[src/rtl/mole_game_engine_if.sv]
// Game I/O bundle: debounced start and switches in, mole LEDs and binary counts out.
interface mole_game_engine_if #(
    parameter int unsigned N_HOLES    = 16,
    parameter int unsigned SCORE_BITS = 8
);
    logic                  start;
    logic [N_HOLES-1:0]    sw;
    logic [N_HOLES-1:0]    led;
    logic [SCORE_BITS-1:0] score;
    logic [SCORE_BITS-1:0] misses;
    logic [7:0]            time_left;
    logic                  playing;
    logic                  game_over;

    modport master (
        output start, sw,
        input  led, score, misses, time_left, playing, game_over
    );

    modport slave (
        input  start, sw,
        output led, score, misses, time_left, playing, game_over
    );
endinterface

[src/rtl/mole_game_engine.sv]
// Whack-a-mole core: LFSR mole placement, ms/second timebase, hit/miss scoring
// and a mole window that shrinks as the score rises.
module mole_game_engine #(
    parameter int unsigned N_HOLES         = 16,
    parameter int unsigned CLK_IN_FREQ_HZ  = 100_000_000,
    parameter int unsigned GAME_SECONDS    = 30,
    parameter int unsigned MOLE_UP_MS_INIT = 1000,
    parameter int unsigned MOLE_UP_MS_MIN  = 300,
    parameter int unsigned SPEEDUP_MS      = 50,
    parameter int unsigned GAP_MS          = 100,
    parameter logic [15:0] LFSR_SEED       = 16'hACE1,
    parameter int unsigned SCORE_BITS      = 8
) (
    input  logic clk,
    input  logic reset,
    mole_game_engine_if.slave bus
);
    localparam int unsigned PRESCALE = CLK_IN_FREQ_HZ / 1000;
    localparam int unsigned PRE_W    = (PRESCALE > 1) ? $clog2(PRESCALE) : 1;
    localparam int unsigned MS_W     = 10;
    localparam int unsigned WIN_W    = 16;
    localparam int unsigned HOLE_W   = $clog2(N_HOLES);
    localparam logic [15:0] LFSR_TAPS = 16'hB400;

    typedef enum logic [1:0] {IDLE, GAP, UP, OVER} state_t;

    state_t                state_q, state_n;
    logic [PRE_W-1:0]      presc_q, presc_n;
    logic [MS_W-1:0]       ms_cnt_q, ms_cnt_n;
    logic [WIN_W-1:0]      gap_cnt_q, gap_cnt_n;
    logic [WIN_W-1:0]      win_cnt_q, win_cnt_n;
    logic [WIN_W-1:0]      up_ms_q, up_ms_n;
    logic [15:0]           lfsr_q, lfsr_n;
    logic [N_HOLES-1:0]    sw_q;
    logic [HOLE_W-1:0]     hole_q, hole_n;
    logic                  prev_valid_q, prev_valid_n;
    logic [N_HOLES-1:0]    led_q, led_n;
    logic [SCORE_BITS-1:0] score_q, score_n;
    logic [SCORE_BITS-1:0] misses_q, misses_n;
    logic [7:0]            time_left_q, time_left_n;
    logic                  playing_q, game_over_q;

    logic [N_HOLES-1:0]    whack;
    logic                  in_round, ms_tick, sec_tick;
    logic [7:0]            hole_raw;
    logic [HOLE_W-1:0]     hole_pick;

    assign whack    = bus.sw ^ sw_q;
    assign in_round = (state_q == GAP) || (state_q == UP);
    assign ms_tick  = in_round && (presc_q == PRE_W'(PRESCALE - 1));
    assign sec_tick = ms_tick && (ms_cnt_q == MS_W'(999));

    // Next hole never repeats the previous one back-to-back.
    always_comb begin
        hole_raw  = lfsr_q[7:0] % 8'(N_HOLES);
        hole_pick = HOLE_W'(hole_raw);
        if (prev_valid_q && (hole_pick == hole_q)) begin
            hole_pick = (hole_pick == HOLE_W'(N_HOLES - 1)) ? '0 : hole_pick + HOLE_W'(1);
        end
    end

    always_comb begin
        state_n      = state_q;
        lfsr_n       = {1'b0, lfsr_q[15:1]} ^ (lfsr_q[0] ? LFSR_TAPS : 16'h0000);
        presc_n      = presc_q;
        ms_cnt_n     = ms_cnt_q;
        gap_cnt_n    = gap_cnt_q;
        win_cnt_n    = win_cnt_q;
        up_ms_n      = up_ms_q;
        hole_n       = hole_q;
        prev_valid_n = prev_valid_q;
        led_n        = led_q;
        score_n      = score_q;
        misses_n     = misses_q;
        time_left_n  = time_left_q;

        if (in_round) begin
            presc_n = ms_tick ? '0 : presc_q + PRE_W'(1);
            if (ms_tick) begin
                ms_cnt_n = (ms_cnt_q == MS_W'(999)) ? '0 : ms_cnt_q + MS_W'(1);
            end
            if (sec_tick && (time_left_q != 8'd0)) begin
                time_left_n = time_left_q - 8'd1;
            end
        end

        case (state_q)
            IDLE, OVER: begin
                if (bus.start) begin
                    state_n      = GAP;
                    presc_n      = '0;
                    ms_cnt_n     = '0;
                    gap_cnt_n    = '0;
                    score_n      = '0;
                    misses_n     = '0;
                    time_left_n  = 8'(GAME_SECONDS);
                    up_ms_n      = WIN_W'(MOLE_UP_MS_INIT);
                    prev_valid_n = 1'b0;
                    led_n        = '0;
                end
            end
            GAP: begin
                if (ms_tick) begin
                    if (gap_cnt_q >= WIN_W'(GAP_MS - 1)) begin
                        state_n      = UP;
                        hole_n       = hole_pick;
                        prev_valid_n = 1'b1;
                        led_n        = N_HOLES'(1) << hole_pick;
                        win_cnt_n    = '0;
                    end else begin
                        gap_cnt_n = gap_cnt_q + WIN_W'(1);
                    end
                end
            end
            UP: begin
                if (ms_tick) begin
                    win_cnt_n = win_cnt_q + WIN_W'(1);
                end
                if (whack[hole_q]) begin
                    state_n   = GAP;
                    gap_cnt_n = '0;
                    led_n     = '0;
                    if (score_q != {SCORE_BITS{1'b1}}) begin
                        score_n = score_q + SCORE_BITS'(1);
                    end
                    up_ms_n = (up_ms_q >= WIN_W'(MOLE_UP_MS_MIN + SPEEDUP_MS))
                              ? up_ms_q - WIN_W'(SPEEDUP_MS) : WIN_W'(MOLE_UP_MS_MIN);
                end else if (|whack) begin
                    if (misses_q != {SCORE_BITS{1'b1}}) begin
                        misses_n = misses_q + SCORE_BITS'(1);
                    end
                end else if (ms_tick && (win_cnt_q >= up_ms_q - WIN_W'(1))) begin
                    state_n   = GAP;
                    gap_cnt_n = '0;
                    led_n     = '0;
                    if (misses_q != {SCORE_BITS{1'b1}}) begin
                        misses_n = misses_q + SCORE_BITS'(1);
                    end
                end
            end
            default: state_n = IDLE;
        endcase

        // Round end overrides the game state; a same-cycle hit above still scores.
        if (in_round && (time_left_q == 8'd0)) begin
            state_n = OVER;
            led_n   = '0;
        end
    end

    always_ff @(posedge clk) begin
        sw_q <= bus.sw;
        if (reset) begin
            state_q      <= IDLE;
            lfsr_q       <= LFSR_SEED;
            presc_q      <= '0;
            ms_cnt_q     <= '0;
            gap_cnt_q    <= '0;
            win_cnt_q    <= '0;
            up_ms_q      <= WIN_W'(MOLE_UP_MS_INIT);
            hole_q       <= '0;
            prev_valid_q <= 1'b0;
            led_q        <= '0;
            score_q      <= '0;
            misses_q     <= '0;
            time_left_q  <= 8'(GAME_SECONDS);
            playing_q    <= 1'b0;
            game_over_q  <= 1'b0;
        end else begin
            state_q      <= state_n;
            lfsr_q       <= lfsr_n;
            presc_q      <= presc_n;
            ms_cnt_q     <= ms_cnt_n;
            gap_cnt_q    <= gap_cnt_n;
            win_cnt_q    <= win_cnt_n;
            up_ms_q      <= up_ms_n;
            hole_q       <= hole_n;
            prev_valid_q <= prev_valid_n;
            led_q        <= led_n;
            score_q      <= score_n;
            misses_q     <= misses_n;
            time_left_q  <= time_left_n;
            playing_q    <= (state_n == GAP) || (state_n == UP);
            game_over_q  <= (state_n == OVER);
        end
    end

    assign bus.led       = led_q;
    assign bus.score     = score_q;
    assign bus.misses    = misses_q;
    assign bus.time_left = time_left_q;
    assign bus.playing   = playing_q;
    assign bus.game_over = game_over_q;
endmodule

[src/flat_wrapper.sv]
// flat-port wrapper written by rule: the top's interface ports become plain ports
module mole_game_engine_flat 
#(
    parameter int unsigned N_HOLES         = 16,
    parameter int unsigned CLK_IN_FREQ_HZ  = 100_000_000,
    parameter int unsigned GAME_SECONDS    = 30,
    parameter int unsigned MOLE_UP_MS_INIT = 1000,
    parameter int unsigned MOLE_UP_MS_MIN  = 300,
    parameter int unsigned SPEEDUP_MS      = 50,
    parameter int unsigned GAP_MS          = 100,
    parameter logic [15:0] LFSR_SEED       = 16'hACE1,
    parameter int unsigned SCORE_BITS      = 8
)
  (clk, reset, bus_start, bus_sw, bus_led, bus_score, bus_misses, bus_time_left, bus_playing, bus_game_over);
  mole_game_engine_if #(.N_HOLES(N_HOLES), .SCORE_BITS(SCORE_BITS)) bus_i ();
  input  logic clk;
  input  logic reset;
  input wire logic [$bits(bus_i.start)-1:0] bus_start;
  input wire logic [$bits(bus_i.sw)-1:0] bus_sw;
  output wire logic [$bits(bus_i.led)-1:0] bus_led;
  output wire logic [$bits(bus_i.score)-1:0] bus_score;
  output wire logic [$bits(bus_i.misses)-1:0] bus_misses;
  output wire logic [$bits(bus_i.time_left)-1:0] bus_time_left;
  output wire logic [$bits(bus_i.playing)-1:0] bus_playing;
  output wire logic [$bits(bus_i.game_over)-1:0] bus_game_over;
  assign bus_i.start = bus_start;
  assign bus_i.sw = bus_sw;
  assign bus_led = bus_i.led;
  assign bus_score = bus_i.score;
  assign bus_misses = bus_i.misses;
  assign bus_time_left = bus_i.time_left;
  assign bus_playing = bus_i.playing;
  assign bus_game_over = bus_i.game_over;
  mole_game_engine #(.N_HOLES(N_HOLES), .CLK_IN_FREQ_HZ(CLK_IN_FREQ_HZ), .GAME_SECONDS(GAME_SECONDS), .MOLE_UP_MS_INIT(MOLE_UP_MS_INIT), .MOLE_UP_MS_MIN(MOLE_UP_MS_MIN), .SPEEDUP_MS(SPEEDUP_MS), .GAP_MS(GAP_MS), .LFSR_SEED(LFSR_SEED), .SCORE_BITS(SCORE_BITS)) u_core (.clk(clk), .reset(reset), .bus(bus_i));
endmodule
[config.mk]
export PLATFORM = sky130hd
export DESIGN_NAME = mole_game_engine_flat
export DESIGN_NICKNAME = d
export VERILOG_FILES = /design/src/rtl/mole_game_engine_if.sv /design/src/rtl/mole_game_engine.sv /design/src/flat_wrapper.sv
export SDC_FILE = /design/constraint.sdc
export NUM_CORES = 1
export LEC_CHECK = 0
export CAP_MARGIN = 20
export CORE_MARGIN = 3
export CORE_UTILIZATION = 50
export CTS_CLUSTER_DIAMETER = 200
export DETAILED_ROUTE_END_ITERATION = 10
export PLACE_DENSITY = 0.7
export SLEW_MARGIN = 0
export SYNTH_ARGS = -nofsm -noshare
export SYNTH_HDL_FRONTEND = slang
export SYNTH_SLANG_ARGS = --single-unit
[constraint.sdc]
create_clock -name clk -period 4 [get_ports clk]
set_input_delay 0.8 -clock clk [delete_from_list [all_inputs] [get_ports clk]]
set_output_delay 0.8 -clock clk [all_outputs]
set_load 0.02 [all_outputs]
==> results of run 1 <==
## worst min path at each step
stage,start,endpoint,slack (ps),depth (start not counted)
final,u_core.lfsr_q[8],u_core.lfsr_q[7],410,1
after global routing,u_core.lfsr_q[8],u_core.lfsr_q[7],430,1
after CTS,u_core.lfsr_q[8],u_core.lfsr_q[7],410,1
after detailed placement,u_core.lfsr_q[8],u_core.lfsr_q[7],390,1
after global placement,u_core.lfsr_q[8],u_core.lfsr_q[7],390,1
after floorplan,u_core.lfsr_q[12],u_core.lfsr_q[11],390,1
## routing by layer
metal | routed length [um] | GRT usage | vias up
met4 | 182 | 0.05003 | 0
li1 | - | - | 3348
met5 | 0 | 0 | -
met2 | 7933 | 0.3451 | 100
met1 | 8556 | 0.3015 | 3068
met3 | 563 | 0.05029 | 17
## sequential cells by signal, summed over array words and instances (netlist names)
register and count:
u_core.presc_q 17, u_core.bus.led 16, u_core.gap_cnt_q 16, u_core.lfsr_q 16, u_core.sw_q 16, u_core.win_cnt_q 16, u_core.up_ms_q 15, u_core.ms_cnt_q 10
u_core.bus.misses 8, u_core.bus.score 8, u_core.bus.time_left 8, u_core.hole_q 4, u_core.state_q 2, u_core.bus.game_over 1, u_core.bus.playing 1, u_core.prev_valid_q 1
## worst max-delay path, delay by kind of cell, from the launching register on
kind	cells	cell delay, ps
xor+xnor	1	100
compound gates	4	510
simple gates	8	2400
flops	1	340
fa+ha+maj	1	280
## layout make-up
| class | instances | area, um2 |
|---|---|---|
| clock buffer | 19 | 442.9 |
| clock inverter | 13 | 166.4 |
| fill | 1274 | 5643 |
| inverter | 15 | 56.30 |
| multi-input combinational | 691 | 4295 |
| sequential | 155 | 3104 |
| tap | 184 | 230.2 |
| timing repair buffer | 82 | 760.7 |
## layout by cell type (no fill, tap or decap), types with 3 or more instances in the layout
| master | count |
|---|---|
| a31oi_1 | 13 |
| and3_1 | 21 |
| clkinvlp_4 | 3 |
| and4_1 | 3 |
| nand3b_1 | 6 |
| a221o_1 | 3 |
| or3_1 | 24 |
| a311oi_1 | 4 |
| nor4_1 | 11 |
| and2_1 | 7 |
| clkbuf_16 | 17 |
| ha_1 | 28 |
| or4_1 | 9 |
| nand3_1 | 53 |
| bufinv_16 | 3 |
| or2_2 | 10 |
| nor2_1 | 93 |
| o21ai_1 | 13 |
| a21o_1 | 4 |
| o31ai_1 | 9 |
| inv_1 | 15 |
| clkinv_4 | 3 |
| a21oi_1 | 65 |
| buf_4 | 22 |
| nand4_1 | 18 |
| xnor2_1 | 38 |
| or2_1 | 4 |
| nor2b_1 | 14 |
| o21ai_0 | 35 |
| nand2b_1 | 15 |
| dfxtp_1 | 154 |
| nor3_1 | 24 |
| nand2_1 | 73 |
| xor2_1 | 33 |
| nor4bb_1 | 3 |
| clkdlybuf4s50_1 | 59 |
| o21a_1 | 4 |
| mux2i_1 | 10 |
## stage by stage
stage	cells	hold slack, ps
global placement	1126	392.4
finish	1159	406.7
detailed placement	1126	394.2
floorplan	900	389.5
global route	1159	430.7
CTS	1158	406.7
## repair_timing
item	4_1_cts	5_1_grt
setup buffers	0	1
gates resized for setup	0	8
setup endpoints to repair	0	39
## cells by family after synthesis
family / count (synthesis) / share of synthesized area
compound gates: 174 / 0.1375
flops: 155 / 0.4098
mux: 13 / 0.02065
xor+xnor: 71 / 0.08212
simple gates: 405 / 0.2768
fa+ha+maj: 28 / 0.04627
buf+inv: 54 / 0.02693
## report_power, final
group	leakage (nW)	switching, mW	internal (mW)
Sequential	1.26	0.0168	1.57
Combinational	1.69	0.130	0.0844
Clock	0.290	0.650	1.00
==> results.md, run 1 <==
- Min-Delay Path Class: reg2reg
- Vias in the first global route: 6,188
- Total GRT Usage: 0.2168
- Cell mode on critical path: a21oi_1
- Final Hold Viols: 0
- Cells along the critical path: or3_1 -> or3_4 -> or2_2 -> nor3_2 -> xnor2_1 -> ha_1 -> nand4_1 -> nor4_2 -> a21oi_1 -> o21ai_2 -> and3_4 -> o21ai_1 -> or4_1 -> a21oi_1
- Final min period: 3707 ps
- Avg Inst Size Synth: 8.414 um2
- Gpl congestion: 0.8930
- CTS tree: yes
- RR Endpoint: u_core.gap_cnt_q[3]
- Final slew viol count: 0
- Critical Path Start Type: flip-flop
- Port bufs: 60
- NumNets Final: 1,009
- Final critical-path setup slack: 292.6 ps
- Hpwl dp: 12,070 um
- Die Y: 129.1 um
- Avg WL per Cell: 14.87 um
- P per Cell Area: 381.2 mW/mm2
- Cts bufs inserted: 17
- DRC violations left: 0
- TNS Setup: 0 ps
- Total Power: 3.452 mW
- Post-synth ARST share: 0
- Critical Path Sink: u_core.gap_cnt_q[3]
- Post-synth EDFFs: 0
- Max-cap violations: 0
- Utilization after layout: 0.6161
- Num ports: 61
- Initial antenna violation count: 0
- Synth cell count leaders: dfxtp_1, nor2_1, nand2_1
- Reg2reg setup slack: 290 ps
- Clk sinks: 155
- Worst slew pin tran: 702.3 ps
- Row count: 44
- Peak VDD IR: 0.0003095 V
- Post-route ant nets: 0
- CP max stage delay: 500 ps
- Vias: 6,533
- Net Count, Synth: 947
- Core ar.: 0.01470 mm2
- Tcrit/Tclk final: 0.9268
- Cts hold-fix bufs: 0
- Post-synthesis cell area: 0.007572 mm2
- Synthesis warning total: 0
- Starting DRT DRC Count: 399
- Top cells by area, synth: dfxtp_1, ha_1, nor2_1, xnor2_1, a21oi_1
- Critical path peak fanout: 5
- Top cell type by total area after synthesis: dfxtp_1
- Area delta synth->final: 19.60%
- Placed cell area: 0.008408 mm2
- Layout cells sized above 1: 0.08205
- RSZ-0062 raised after global routing: no
- Slew HR: 0.5300
- Largest net degree at the start of global routing: 33
- Die W: 129.1 um
- Top-area cell type share of the netlist area: 0.4098
- Clk root buf: clkbuf_16
- Worst Skew: 10.70 ps
- Sequential cell area fraction in the yosys report: 0.4098
- Post-route cell area: 0.009056 mm2
- Final Setup Violations: 0
- First-pass GRT wire length: 29,550 um
- Setup Crit Path Kind: reg2reg
- Syn Inst Count: 900
- First-pass iteration count of the detailed router: 4
- Reg2reg start: u_core.up_ms_q[1]
- Worst-case reg-to-reg path depth: 14
- Total global routing overflow: 0
- Worst EP arrival: 4060 ps
- Initial core utilization: 0.5152
- Antenna Cells: 0
- CP Capture Type: flip-flop
- CP max stage cell: or4_1
- Ys flop type: dfxtp_1
- Worst-path clk slew: 60 ps
- CP Launch Point: u_core.up_ms_q[1]
- Fmax: 269.7 MHz
- H-tree lvl count: 4
- Clk_lat worst skew: 430 ps
- Yosys cell types: 63
- DR vias/cell: 5.637
- Drt total wl: 17,240 um
- Die ar.: 0.01666 mm2
- Most frequent cell after synthesis: dfxtp_1
- Status: completed
- Clock tree buffer depth: 2
- Pleak: 3.238 nW
- Dpl ws: 148.1 ps
- Yosys reg bits: 155
- Critical Path RT: 4360 ps
(Power assumes the default switching activity.)
==> inputs of run 2 (changes only) <==
- CORE_UTILIZATION: 50 -> 58
- PLACE_DENSITY: 0.7 -> 0.8
- SETUP_SLACK_MARGIN: not set -> 0.05
==> run 2 against run 1 <==
Effect of this change: sequential share of layout area rose by 0.38 points; sequential cell count stayed put; worst setup slack improved by 17 ps; critical path type unchanged; highest routed layer unchanged.
==> results.md, run 2 (synthesis gave the netlist of run 1 again) <==
- Status: completed
- Peak VDD IR: 0.0002900 V (-6.3%)
- CP max stage delay: 510 ps (about the same)
- Power share of the combinational group: 0.062 (about the same)
- Slew HR: 0.5461 (+0.01606)
- Starting DRT DRC Count: 506 (+27%)
- Final Setup Violations: 0 (unchanged)
- Sequential cell area: 0.003103 mm2 (about the same)
- Initial core utilization: 0.5976 (+0.08246)
- Min-Delay Path Class: reg2reg
- Net Sw Power: 810.4 uW (+1.7%)
- Die Y: 120.3 um (-6.8%)
- Buf/Inv on CP: 0 (unchanged)
- Area of the multi-input gates: 0.004280 mm2 (-0.35%)
- Area delta synth->final: 18.23%
- Worst EP arrival: 4040 ps (-20 ps)
- Initial antenna violation count: 0 (unchanged)
- Critical Path RT: 4350 ps (about the same)
- Vias: 6,570 (+0.57%)
- NumNets Final: 1,004 (-0.50%)
- First-pass GRT wire length: 28,200 um (-4.6%)
- CP delay by family, top: simple AND/OR/NAND/NOR gates
- Cts hold-fix bufs: 0 (unchanged)
- Most common cell after layout, fill and taps aside: dfxtp_1
- First-pass iteration count of the detailed router: 6 (+2)
- Total global routing overflow: 0 (unchanged)
- Hpwl dp: 11,550 um (-4.3%)
- Tcrit/Tclk final: 0.9227 (-0.004131)
- Setup Crit Path Kind: reg2reg
- Pint: 2.538 mW (-4.4%)
- Largest net degree at the start of global routing: 41 (+24%)
- Critical Path Start Type: flip-flop
- Final hold slack: 411.2 ps (+4.459 ps)
- Core ar.: 0.01267 mm2 (-14%)
- Reg with most FFs: u_core.presc_q
- Num ports: 61 (unchanged)
- Post-CTS Setup Repair Bufs: 0 (unchanged)
- Row count: 41 (-6.8%)
- Avg WL per Cell: 14.54 um (-2.3%)
- Gpl congestion: 0.8593 (-3.8%)
- Clock tree buffer depth: 2 (unchanged)
- CP Capture Type: flip-flop
- Net switching fraction of the power: 0.2420 (+0.01127)
- Total GRT Usage: 0.2351 (+0.01831)
- Fmax: 270.9 MHz (+0.45%)
- Largest register FFs: 17 (unchanged)
- TNS Setup: 0 ps (unchanged)
- Drt total wl: 16,600 um (-3.7%)
- Cells along the critical path: or3_1 -> or3_1 -> or2_2 -> nor3_1 -> xnor2_1 -> ha_1 -> nand4_1 -> nor4_2 -> a21oi_1 -> o21ai_2 -> and3_1 -> o21ai_1 -> or4_1 -> a21oi_1
- Critical path peak fanout: 6 (+1)
- Cts bufs inserted: 17 (unchanged)
- Most frequent cells in the layout: dfxtp_1, nor2_1, nand2_1
- Final Hold Viols: 0 (unchanged)
- Die ar.: 0.01446 mm2 (-13%)
- Worst slew pin tran: 678.3 ps (-24.00 ps)
- CTS tree: yes
- Vias in the first global route: 5,969 (-3.5%)
- Final min period: 3691 ps (-16.53 ps)
- Clock power share: 0.464 (-0.014)
- Final cell count without fillers: 1,142 (-1.5%)
- Port bufs: 60 (unchanged)
- Post-placement cell count: 1,110 (-1.4%)
- Clk_lat worst skew: 430 ps (about the same)
- Clk root buf: clkbuf_16
- Die W: 120.3 um (-6.8%)
- H-tree lvl count: 4 (unchanged)
- Sequential share of power: 0.474 (+0.014)
- Worst-path clk slew: 70 ps (about the same)
- Final slew viol count: 0 (unchanged)
- CP max stage cell: or4_1
- Clk sinks: 155 (unchanged)
- Layout cells sized above 1: 0.07320 (-0.008855)
- Post-route ant nets: 0 (unchanged)
- Worst Skew: 10.99 ps (+0.2907 ps)
- Max-cap violations: 0 (unchanged)
- Antenna Cells: 0 (unchanged)
- Fillcell total: 1,049 (-18%)
- Pleak: 3.205 nW (-1.0%)
- RSZ-0062 raised after global routing: no
- P per Cell Area: 374.0 mW/mm2 (-1.9%)
- DRC violations left: 0 (unchanged)
- DR vias/cell: 5.753 (+2.1%)
[run 2: metal layers]
metal	share of wire	track usage	vias up	routed length, um
li1	-	-	3336	-
met1	0.48	0.3148	3048	7944
met2	0.46	0.3818	166	7697
met3	0.047	0.05239	20	779
met4	0.011	0.07153	0	179
met5	0	0	-	0
[run 2: cell type report]
class / instances / area share
clock buffer: 19 / 0.04948
clock inverter: 13 / 0.01468
timing repair buffer: 77 / 0.08078
inverter: 15 / 0.006289
tap: 172 / 0.02404
multi-input combinational: 691 / 0.4781
sequential: 155 / 0.3466
[run 2: path summary, 6_finish.rpt]
kind / from / endpoint / slack (ps) / cells past startpoint
setup / recovery: u_core.up_ms_q[1] / u_core.gap_cnt_q[3] / 310 / 14
hold / removal: u_core.lfsr_q[12] / u_core.lfsr_q[11] / 410 / 1
setup reg to reg: u_core.up_ms_q[1] / u_core.gap_cnt_q[3] / 310 / 14
hold reg to reg: u_core.lfsr_q[12] / u_core.lfsr_q[11] / 410 / 1
[run 2: power by group through the flow]
stage / clock, mW / combinational (mW) / sequential (mW)
after floorplan: 0 / 0.135 / 1.62
after global placement: 0 / 0.204 / 1.62
after detailed placement: 0 / 0.205 / 1.62
after CTS: 1.57 / 0.207 / 1.59
after global routing: 1.64 / 0.231 / 1.59
final: 1.55 / 0.209 / 1.59
[run 2: stage by stage]
step	instance area [um2]	total power [mW]	utilization	setup slack, ps
4_1_cts	8937	3.367	0.7053	150.2
5_1_grt	8952	3.458	0.7065	47.72
3_5_place_dp	8363	1.825	0.6600	192.5
6_report	8952	3.348	0.7065	309.1
2_1_floorplan	7572	1.752	-	345.1
3_3_place_gp	8363	1.822	0.6600	298.8
[run 2: worst register-to-register path: stages, from the launching register on]
cell and delay [ps]:
dfxtp_1 340, or3_1 400, or3_1 370, or2_2 340, nor3_1 180, xnor2_1 110, ha_1 280, nand4_1 150
nor4_2 170, a21oi_1 110, o21ai_2 120, and3_1 210, o21ai_1 160, or4_1 510, a21oi_1 180
[run 2: repair_timing]
| action | 4_1_cts | 5_1_grt |
|---|---|---|
| gates resized for setup | 0 | 4 |
| hold endpoints to repair | 0 | 0 |
| endpoints found under the setup margin | 0 | 38 |
